<file path="src/rtl/sphere_scan_controller_if.sv">
// Bus between the scan controller, its requester/consumer, the sphere table
// and the shared collision unit.
interface sphere_scan_controller_if #(
    parameter int IDX_W = 3
);
    // Handshake: start is a one-shot request, honoured only while busy=0 and
    // never queued. ray/num_active must be valid in that same cycle. done
    // pulses for one cycle when hit/hit_idx/t_hit are valid. Those outputs
    // then hold until the next accepted start.
    logic              start;
    logic [191:0]      ray;
    logic [IDX_W:0]    num_active;
    logic [IDX_W-1:0]  sphere_addr;
    logic [191:0]      sphere_data;
    logic [191:0]      cd_sphere;
    logic [191:0]      cd_ray;
    logic [63:0]       cd_tbest;
    logic [63:0]       cd_tnew;
    logic              cd_collide;
    logic              busy;
    logic              done;
    logic              hit;
    logic [IDX_W-1:0]  hit_idx;
    logic [63:0]       t_hit;

    modport slave (
        input  start, ray, num_active, sphere_data, cd_tnew, cd_collide,
        output sphere_addr, cd_sphere, cd_ray, cd_tbest, busy, done, hit,
        hit_idx, t_hit
    );

    modport master (
        output start, ray, num_active, sphere_data, cd_tnew, cd_collide,
        input  sphere_addr, cd_sphere, cd_ray, cd_tbest, busy, done, hit,
        hit_idx, t_hit
    );
endinterface

</file>
<file path="src/rtl/sphere_scan_controller.sv">
// Walks the sphere table for one ray, feeding the shared collision unit and
// keeping the nearest hit with t > 0.
module sphere_scan_controller #(
    parameter int NUM_SPHERES = 8,
    parameter int IDX_W       = 3,
    parameter int CD_LAT      = 1
) (
    input  logic                         i_clk,
    input  logic                         i_rst,
    sphere_scan_controller_if.slave      bus,
    output logic [2:0]                   o_state
);

    typedef enum logic [2:0] {
        S_IDLE  = 3'd0,
        S_FETCH = 3'd1,
        S_LOAD  = 3'd2,
        S_EVAL  = 3'd3,
        S_DONE  = 3'd4
    } state_t;

    localparam logic [63:0] TMAX  = 64'h7FFF_FFFF_FFFF_FFFF;
    localparam int          CNT_W = $clog2(CD_LAT + 1);

    state_t             r_state;
    state_t             w_next_state;
    logic [191:0]       r_ray;
    logic [191:0]       r_sphere;
    logic [63:0]        r_tbest;
    logic [63:0]        r_t_hit;
    logic [IDX_W-1:0]   r_idx;
    logic [IDX_W-1:0]   r_hit_idx;
    logic               r_hit;
    logic [IDX_W:0]     r_num;
    logic [CNT_W-1:0]   r_wait;

    logic [IDX_W:0]     w_num_clamped;
    logic               w_last;
    logic               w_eval_final;
    logic               w_accept;

    assign w_num_clamped = (bus.num_active > (IDX_W+1)'(NUM_SPHERES))
                           ? (IDX_W+1)'(NUM_SPHERES) : bus.num_active;
    assign w_last        = ({1'b0, r_idx} == (r_num - (IDX_W+1)'(1)));
    assign w_eval_final  = (r_state == S_EVAL) && (r_wait == CNT_W'(1));
    // Strict less-than keeps the lower index on equal distances.
    assign w_accept      = bus.cd_collide
                           && ($signed(bus.cd_tnew) > 64'sd0)
                           && ($signed(bus.cd_tnew) < $signed(r_tbest));

    always_comb begin
        w_next_state = r_state;
        unique case (r_state)
            S_IDLE: begin
                if (bus.start) begin
                    w_next_state = (w_num_clamped == '0) ? S_DONE : S_FETCH;
                end
            end
            S_FETCH: w_next_state = S_LOAD;
            S_LOAD:  w_next_state = S_EVAL;
            S_EVAL: begin
                if (w_eval_final) begin
                    w_next_state = w_last ? S_DONE : S_FETCH;
                end
            end
            S_DONE:  w_next_state = S_IDLE;
            default: w_next_state = S_IDLE;
        endcase
    end

    always_ff @(posedge i_clk) begin
        if (i_rst) begin
            r_state   <= S_IDLE;
            r_ray     <= '0;
            r_sphere  <= '0;
            r_tbest   <= TMAX;
            r_t_hit   <= TMAX;
            r_idx     <= '0;
            r_hit_idx <= '0;
            r_hit     <= 1'b0;
            r_num     <= '0;
            r_wait    <= '0;
        end else begin
            r_state <= w_next_state;
            unique case (r_state)
                S_IDLE: begin
                    if (bus.start) begin
                        r_ray     <= bus.ray;
                        r_num     <= w_num_clamped;
                        r_tbest   <= TMAX;
                        r_t_hit   <= TMAX;
                        r_idx     <= '0;
                        r_hit_idx <= '0;
                        r_hit     <= 1'b0;
                    end
                end
                S_LOAD: begin
                    r_sphere <= bus.sphere_data;
                    r_wait   <= CNT_W'(CD_LAT);
                end
                S_EVAL: begin
                    r_wait <= r_wait - CNT_W'(1);
                    if (w_eval_final) begin
                        if (w_accept) begin
                            r_tbest   <= bus.cd_tnew;
                            r_hit_idx <= r_idx;
                            r_hit     <= 1'b1;
                        end
                        // t_hit is published on entry to DONE so it is valid with done.
                        if (w_last) begin
                            r_t_hit <= w_accept ? bus.cd_tnew : r_tbest;
                        end else begin
                            r_idx <= r_idx + IDX_W'(1);
                        end
                    end
                end
                default: begin
                end
            endcase
        end
    end

    assign bus.sphere_addr = r_idx;
    assign bus.cd_sphere   = r_sphere;
    assign bus.cd_ray      = r_ray;
    assign bus.cd_tbest    = r_tbest;
    assign bus.busy        = (r_state != S_IDLE);
    assign bus.done        = (r_state == S_DONE);
    assign bus.hit         = r_hit;
    assign bus.hit_idx     = r_hit_idx;
    assign bus.t_hit       = r_t_hit;
    assign o_state         = r_state;

endmodule
</file>
<file path="src/flat_wrapper.sv">
// flat-port wrapper written by rule: the top's interface ports become plain ports
module sphere_scan_controller_flat 
#(
    parameter int NUM_SPHERES = 8,
    parameter int IDX_W       = 3,
    parameter int CD_LAT      = 1
)
  (i_clk, i_rst, o_state, bus_start, bus_ray, bus_num_active, bus_sphere_data, bus_cd_tnew, bus_cd_collide, bus_sphere_addr, bus_cd_sphere, bus_cd_ray, bus_cd_tbest, bus_busy, bus_done, bus_hit, bus_hit_idx, bus_t_hit);
  sphere_scan_controller_if #(.IDX_W(IDX_W)) bus_i ();
  input  logic i_clk;
  input  logic i_rst;
  output logic [2:0] o_state;
  input wire logic [$bits(bus_i.start)-1:0] bus_start;
  input wire logic [$bits(bus_i.ray)-1:0] bus_ray;
  input wire logic [$bits(bus_i.num_active)-1:0] bus_num_active;
  input wire logic [$bits(bus_i.sphere_data)-1:0] bus_sphere_data;
  input wire logic [$bits(bus_i.cd_tnew)-1:0] bus_cd_tnew;
  input wire logic [$bits(bus_i.cd_collide)-1:0] bus_cd_collide;
  output wire logic [$bits(bus_i.sphere_addr)-1:0] bus_sphere_addr;
  output wire logic [$bits(bus_i.cd_sphere)-1:0] bus_cd_sphere;
  output wire logic [$bits(bus_i.cd_ray)-1:0] bus_cd_ray;
  output wire logic [$bits(bus_i.cd_tbest)-1:0] bus_cd_tbest;
  output wire logic [$bits(bus_i.busy)-1:0] bus_busy;
  output wire logic [$bits(bus_i.done)-1:0] bus_done;
  output wire logic [$bits(bus_i.hit)-1:0] bus_hit;
  output wire logic [$bits(bus_i.hit_idx)-1:0] bus_hit_idx;
  output wire logic [$bits(bus_i.t_hit)-1:0] bus_t_hit;
  assign bus_i.start = bus_start;
  assign bus_i.ray = bus_ray;
  assign bus_i.num_active = bus_num_active;
  assign bus_i.sphere_data = bus_sphere_data;
  assign bus_i.cd_tnew = bus_cd_tnew;
  assign bus_i.cd_collide = bus_cd_collide;
  assign bus_sphere_addr = bus_i.sphere_addr;
  assign bus_cd_sphere = bus_i.cd_sphere;
  assign bus_cd_ray = bus_i.cd_ray;
  assign bus_cd_tbest = bus_i.cd_tbest;
  assign bus_busy = bus_i.busy;
  assign bus_done = bus_i.done;
  assign bus_hit = bus_i.hit;
  assign bus_hit_idx = bus_i.hit_idx;
  assign bus_t_hit = bus_i.t_hit;
  sphere_scan_controller #(.NUM_SPHERES(NUM_SPHERES), .IDX_W(IDX_W), .CD_LAT(CD_LAT)) u_core (.i_clk(i_clk), .i_rst(i_rst), .bus(bus_i), .o_state(o_state));
endmodule
</file>
<file path="config.mk">
export PLATFORM = sky130hd
export DESIGN_NAME = sphere_scan_controller_flat
export DESIGN_NICKNAME = d
export VERILOG_FILES = /design/src/rtl/sphere_scan_controller_if.sv /design/src/rtl/sphere_scan_controller.sv /design/src/flat_wrapper.sv
export SDC_FILE = /design/constraint.sdc
export NUM_CORES = 1
export LEC_CHECK = 0
export CORE_AREA = 2 2 379 381
export CTS_CLUSTER_DIAMETER = 80
export DETAILED_ROUTE_END_ITERATION = 12
export DIE_AREA = 0 0 381 383
export GPL_ROUTABILITY_DRIVEN = 0
export GPL_TIMING_DRIVEN = 0
export PLACE_DENSITY = 0.39
export SETUP_SLACK_MARGIN = 0.15
export SYNTH_ARGS = -nofsm -noshare
export SYNTH_HDL_FRONTEND = slang
export SYNTH_SLANG_ARGS = --single-unit
export TNS_END_PERCENT = 20
</file>
<file path="constraint.sdc">
create_clock -name i_clk -period 3.7 [get_ports i_clk]
set_input_delay 0.37 -clock i_clk [delete_from_list [all_inputs] [get_ports i_clk]]
set_output_delay 0.37 -clock i_clk [all_outputs]
set_load 0.02 [all_outputs]
</file>
Word level (Yosys, flattened, before mapping)
Cells that the tools add are included.
{ "totals": {"elab_cells": 65, "input_bits": 456, "regBits": 527, "out_inout_bits": 524} }
{ "op_classes": {"reduce_logical": 14, "n_eq_ne": 10, "mux": 25, "order_cmp": 3, "n_addsub": 3} }
{ "op_table": {"columns": ["operator", "n"], "rows": [
  ["$mux W64", 5],
  ["$pmux W64 S2", 2],
  ["$gt A64 B1 Y1 const B", 1],
  ["$lt A64 B64 Y1", 1],
  ["$mux W3", 9],
  ["$pmux W3 S2", 2],
  ["$pmux W3 S4", 1],
  ["$reduce_and A4 Y1", 3],
  ["$eq A3 B2 Y1 const B", 2],
  ["$ne A2 B1 Y1 const B", 3],
  ["$eq A3 B4 Y1", 1],
  ["$gt A4 B4 Y1 const B", 1],
  ["$logic_not A4 Y1", 1],
  ["$mux W4", 1],
  ["$ne A2 B2 Y1 const B", 2],
  ["$pmux W1 S2", 2],
  ["$reduce_and A2 Y1", 2],
  ["$reduce_bool A2 Y1", 2],
  ["$sub A4 B1 Y4 const B", 1],
  ["$add A3 B1 Y3 const B", 1],
  ["$eq A3 B1 Y1 const B", 1],
  ["$eq A3 B3 Y1 const B", 1],
  ["$logic_and A1 B1 Y1", 3],
  ["$logic_not A3 Y1", 1],
  ["4 further kinds", 6]
]} }

Longest topological paths before layout
{ "logic_depth": {"word_depth": 7, "mapped_depth": 13, "ltp_nobuf": 10} }

Least setup slack after synthesis
No wires, ideal clock.
{ "synth_timing": {"kind": "reg2reg", "start": "register u_core.r_tbest[2] (netlist: u_core.bus.cd_tbest[2])", "end": "register u_core.r_tbest[27] (netlist: u_core.bus.cd_tbest[27])", "stages_incl_launch_ff": 14, "path_buffers": 3, "slack_ns": 0.549, "required_ns": 3.583, "arrival_time_ns": 3.034, "setup_time_ns": 0.117, "synth_period_minus_slack_ns": 3.151, "path_cell_list": "dfxtp_1 inv_1 ha_1 a211o_1 a31oi_1 o311a_1 o41ai_1 a221oi_1 mux2_4 or4_1 clkbuf_1 buf_6 buf_6 o22a_1"} }
{ "synth_between": {"elab_chain_len": 5} }
{ "synth_lines": {"columns": ["element", "line_no", "rtl"], "rows": [
  ["start, declared", "sphere_scan_controller.sv:29", "logic [63:0] r_tbest;"],
  ["start signal, assigned", "sphere_scan_controller.sv:105", "r_tbest <= bus.cd_tnew;"],
  ["$lt A64 B64 Y1", "sphere_scan_controller.sv:49", "&& ($signed(bus.cd_tnew) < $signed(r_tbest));"],
  ["$logic_and A1 B1 Y1", "sphere_scan_controller.sv:49", null],
  ["$mux W64 (2 in a row)", null, null],
  ["$pmux W64 S2", null, null]
]} }
No other way between the ends. The select of a mux whose other input is x is not followed.
A chain may end at the register's enable or synchronous reset.

Worst setup path in the final report
{ "layout_timing": {"start": "input bus_cd_tnew[43]", "end": "register u_core.r_tbest[37] (netlist: u_core.bus.cd_tbest[37])"} }
{ "layout_between": {"elab_chain_len": 6, "word_cells_on_any_way": 7, "classes_between": "2 x order compare; 3 x mux; 2 x reduce/logical"} }
{ "layout_lines": {"columns": ["element", "line_no", "rtl"], "rows": [
  ["start, declared", "flat_wrapper.sv:17", "input wire logic [$bits(bus_i.cd_tnew)-1:0] bus_cd_tnew;"],
  ["$gt A64 B1 Y1", "sphere_scan_controller.sv:48", "&& ($signed(bus.cd_tnew) > 64'sd0)"],
  ["$logic_and A1 B1 Y1", "sphere_scan_controller.sv:48", null],
  ["$logic_and A1 B1 Y1 (*)", "sphere_scan_controller.sv:49", null],
  ["$mux W64 (*) (2 in a row)", null, null],
  ["$pmux W64 S2 (*)", null, null]
]} }
Every way passes the cells marked *; elsewhere a longest branch is shown, timed or not. The select of a mux whose other input is x is not followed.

==> results.py <==
metrics = {
    "status": {
        "outcome": "completed",
    },
    "synth": {
        "synthCells": 2378,
        "netlist_area_um2": 19930,
        "ys_types": 48,
        "synth.avg_cell_area_um2": 8.381,
        "ys_seq_area_share_pct": 52.93,
        "yosysWarnings": 0,
        "synth_flop_cell": "dfxtp_1",
        "syn_nets": 2899,
        "synth-seq-cells": 527,
        "async_flop_share_pct": 0,
        "synth_edf_count": 0,
    },
    "routing": {
        "wl_um": 122200,
        "wire_per_inst_um": 22.58,
        "vias": 21210,
        "vias_per_cell": 3.919,
        "firstDrtPassIters": 5,
        "drc": 0,
        "first_iter_violations": 969,
        "drtAntennaViolNets": 0,
    },
    "sta": {
        "slew_violations": 0,
        "fmax_ghz": 0.2864,
        "hold_viol_final": 0,
        "fin_crit_sh_pct": 94.36,
        "finalCriticalPeriod_ps": 3492,
        "slew-limit-headroom_pct": 27.03,
        "timing.hold.ws_ps": 221.2,
        "worst_pin_slew_ps": 1095,
        "rsz0062_at_grt": "true",
        "setup_viol": 0,
        "worst_clock_skew_ps": 22.99,
    },
    "place": {
        "port_buffers": 979,
        "post-place-cells": 5260,
        "place_area_um2": 32110,
        "hpwl_um": 98230,
    },
    "cts": {
        "cts_buffers": 77,
        "cts_tree": "yes",
        "holdBufCountCts": 0,
        "cts.path.max_buffers": 3,
        "cts.sinks": 527,
        "root_buffer": "clkbuf_16",
        "clk_latency_ps": 680,
        "clk_pin_slew_ps": 60,
        "htreeDepth": 3,
    },
    "layout": {
        "syn_to_final_growth_pct": 75.91,
        "mostFrequentLayoutCells": "clkdlybuf4s50_1 (978), nand2_1 (794), dfxtp_1 (509)",
        "fin_cells": 5412,
        "drive_above_1_share_pct": 5.908,
        "nets": 3969,
        "layout_commonest_cell": "clkdlybuf4s50_1",
        "nFillCells": 15820,
        "final_area_um2": 35060,
    },
    "worst_setup_path": {
        "arrival_ps": 4040,
        "critPathKind": "in -> reg",
        "crit_path_end_kind": "flip-flop",
        "crit_path_start_kind": "input pin",
        "crit_required_ps": 4250,
        "cp_max_fo": 7,
    },
    "floorplan": {
        "num_rows": 139,
        "initial_core_util_pct": 14.01,
        "core_area_um2": 142300,
        "die_y_um": 383,
        "die-width_um": 381,
        "io_pins": 980,
        "die_area_um2": 145900,
    },
    "global_route": {
        "grt_overflow": 0,
        "grt_antenna_before_repair": 33,
        "grt_usage_pct": 16.02,
        "grt_start_max_net_pins": 12,
        "grt_pass1_vias": 21110,
        "grt_pass1_wl_um": 167300,
    },
    "power": {
        "leakagePower_nw": 12.68,
        "powerDensity_nw_per_um2": 458.2,
        "ir_worst_vdd_uv": 245.4,
    },
    "run": {
        "max_cap_viol_count": 0,
    },
    "hold_path": {
        "holdCritPathClass": "in -> reg",
    },
}
cell usage after synthesis (4+ instances only):
cell	number	share of area, %
a21oi_1	419	11
buf_1	9	0.17
buf_2	5	0.13
buf_6	4	0.23
clkbuf_1	155	2.9
dfxtp_1	527	53
ha_1	65	4.1
inv_1	75	1.4
nand2_1	794	15
nand2b_1	4	0.13
nand3_1	5	0.13
nand3b_1	5	0.19
nand4_1	16	0.50
nor2_1	14	0.26
nor3_1	9	0.23
nor4_1	18	0.57
o21a_1	65	2.4
o21ai_0	15	0.38
o22a_1	63	2.8
o32a_1	64	3.2
xor2_1	4	0.18
sequential cells by signal, summed over array words and instances, names as in the netlist:
signal and count:
u_core.bus.sphere_addr 3, u_core.bus.hit_idx 3, u_core.r_num 4, u_core.o_state 3
u_core.bus.hit 1, u_core.bus.cd_tbest 64, u_core.r_wait 1, u_core.bus.cd_sphere 192
u_core.bus.t_hit 64, u_core.bus.cd_ray 192
critical path: stages:
cell and delay, ps:
clkdlybuf4s50_1 670, ha_4 420, nand4_1 180, nor4_2 210
nand4_1 240, nor4_2 380, a221oi_2 120, mux2_4 380
or4_4 430, buf_6 150, buf_12 150, clkbuf_16 160
o22a_1 170
layout make-up:
| class | instances | area (µm²) | area share [%] |
|---|---|---|---|
| Sequential cell | 527 | 10590 | 30.20 |
| Timing Repair Buffer | 992 | 9970 | 28.44 |
| Multi-Input combinational cell | 1603 | 8602 | 24.54 |
| Tap cell | 1903 | 2381 | 6.792 |
| Clock buffer | 104 | 2160 | 6.160 |
| Buffer | 172 | 754.5 | 2.152 |
| Clock inverter | 31 | 307.8 | 0.8779 |
| Inverter | 75 | 284.0 | 0.8101 |
| Antenna cell | 5 | 12.51 | 0.03569 |
kinds of logic (layout without fill, tap and decap cells):
group                    Yosys count  count (layout)  synth area share (%)
AND/OR/NAND/NOR                  877             877                 17.37
AO/OA/AOI/OAI                    654             654                 20.42
flip-flops                       527             527                 52.93
buffers and inverters            248            1374                 4.853
adder cells (fa/ha/maj)           65              65                 4.081
XOR/XNOR                           6               6                0.2637
multiplexers                       1               1               0.07531
other                              0               5                     0
metrics by stage:
| step | util [%] | TNS, ps | setup slack (ps) | power (mW) |
|---|---|---|---|---|
| 2_1_floorplan | - | 0 | 549.3 | 7.250 |
| 3_3_place_gp | 22.57 | -175660 | -1594 | 8.925 |
| 3_5_place_dp | 22.57 | -167890 | -1544 | 8.919 |
| 4_1_cts | 24.39 | 0 | 26.58 | 16.41 |
| 5_1_grt | 24.64 | 0 | 87.03 | 16.81 |
| 6_report | 24.64 | 0 | 208.5 | 16.06 |
layer usage:
layer | up-vias | part of all wire [%] | track usage (%)
met2 | 722 | 47 | 26.83
met1 | 10070 | 43 | 19.58
met4 | 6 | 2.3 | 4.289
li1 | 10240 | - | -
met3 | 169 | 7.7 | 5.302
met5 | - | 0.027 | 0
path summary, 6_finish.rpt:
path                                          startpoint                        to  slack, ps  depth (start not counted)
worst max-delay path                     bus_cd_tnew[43]   u_core.bus.cd_tbest[37]        210                         13
worst max register to register    u_core.bus.cd_tbest[2]   u_core.bus.cd_tbest[37]        210                         13
worst min-delay path                     bus_cd_tnew[46]   u_core.bus.cd_tbest[46]        220                          2
worst min register to register  u_core.bus.cd_sphere[62]  u_core.bus.cd_sphere[62]        450                          2
repair_timing:
action	in CTS	in global routing
endpoints found under the setup margin	181	127
cloned	0	4
gates resized for setup	34	59
buffers inserted	0	9
pin swaps	2	21
where the power goes:
| group | total [mW] | switching [mW] | internal (mW) |
|---|---|---|---|
| clock | 7.28 | 3.01 | 4.27 |
| sequential | 6.13 | 0.179 | 5.95 |
| combinational | 2.65 | 1.51 | 1.14 |
| total | 16.1 | 4.70 | 11.4 |
Note: power is estimated with default switching activity, not from simulation.
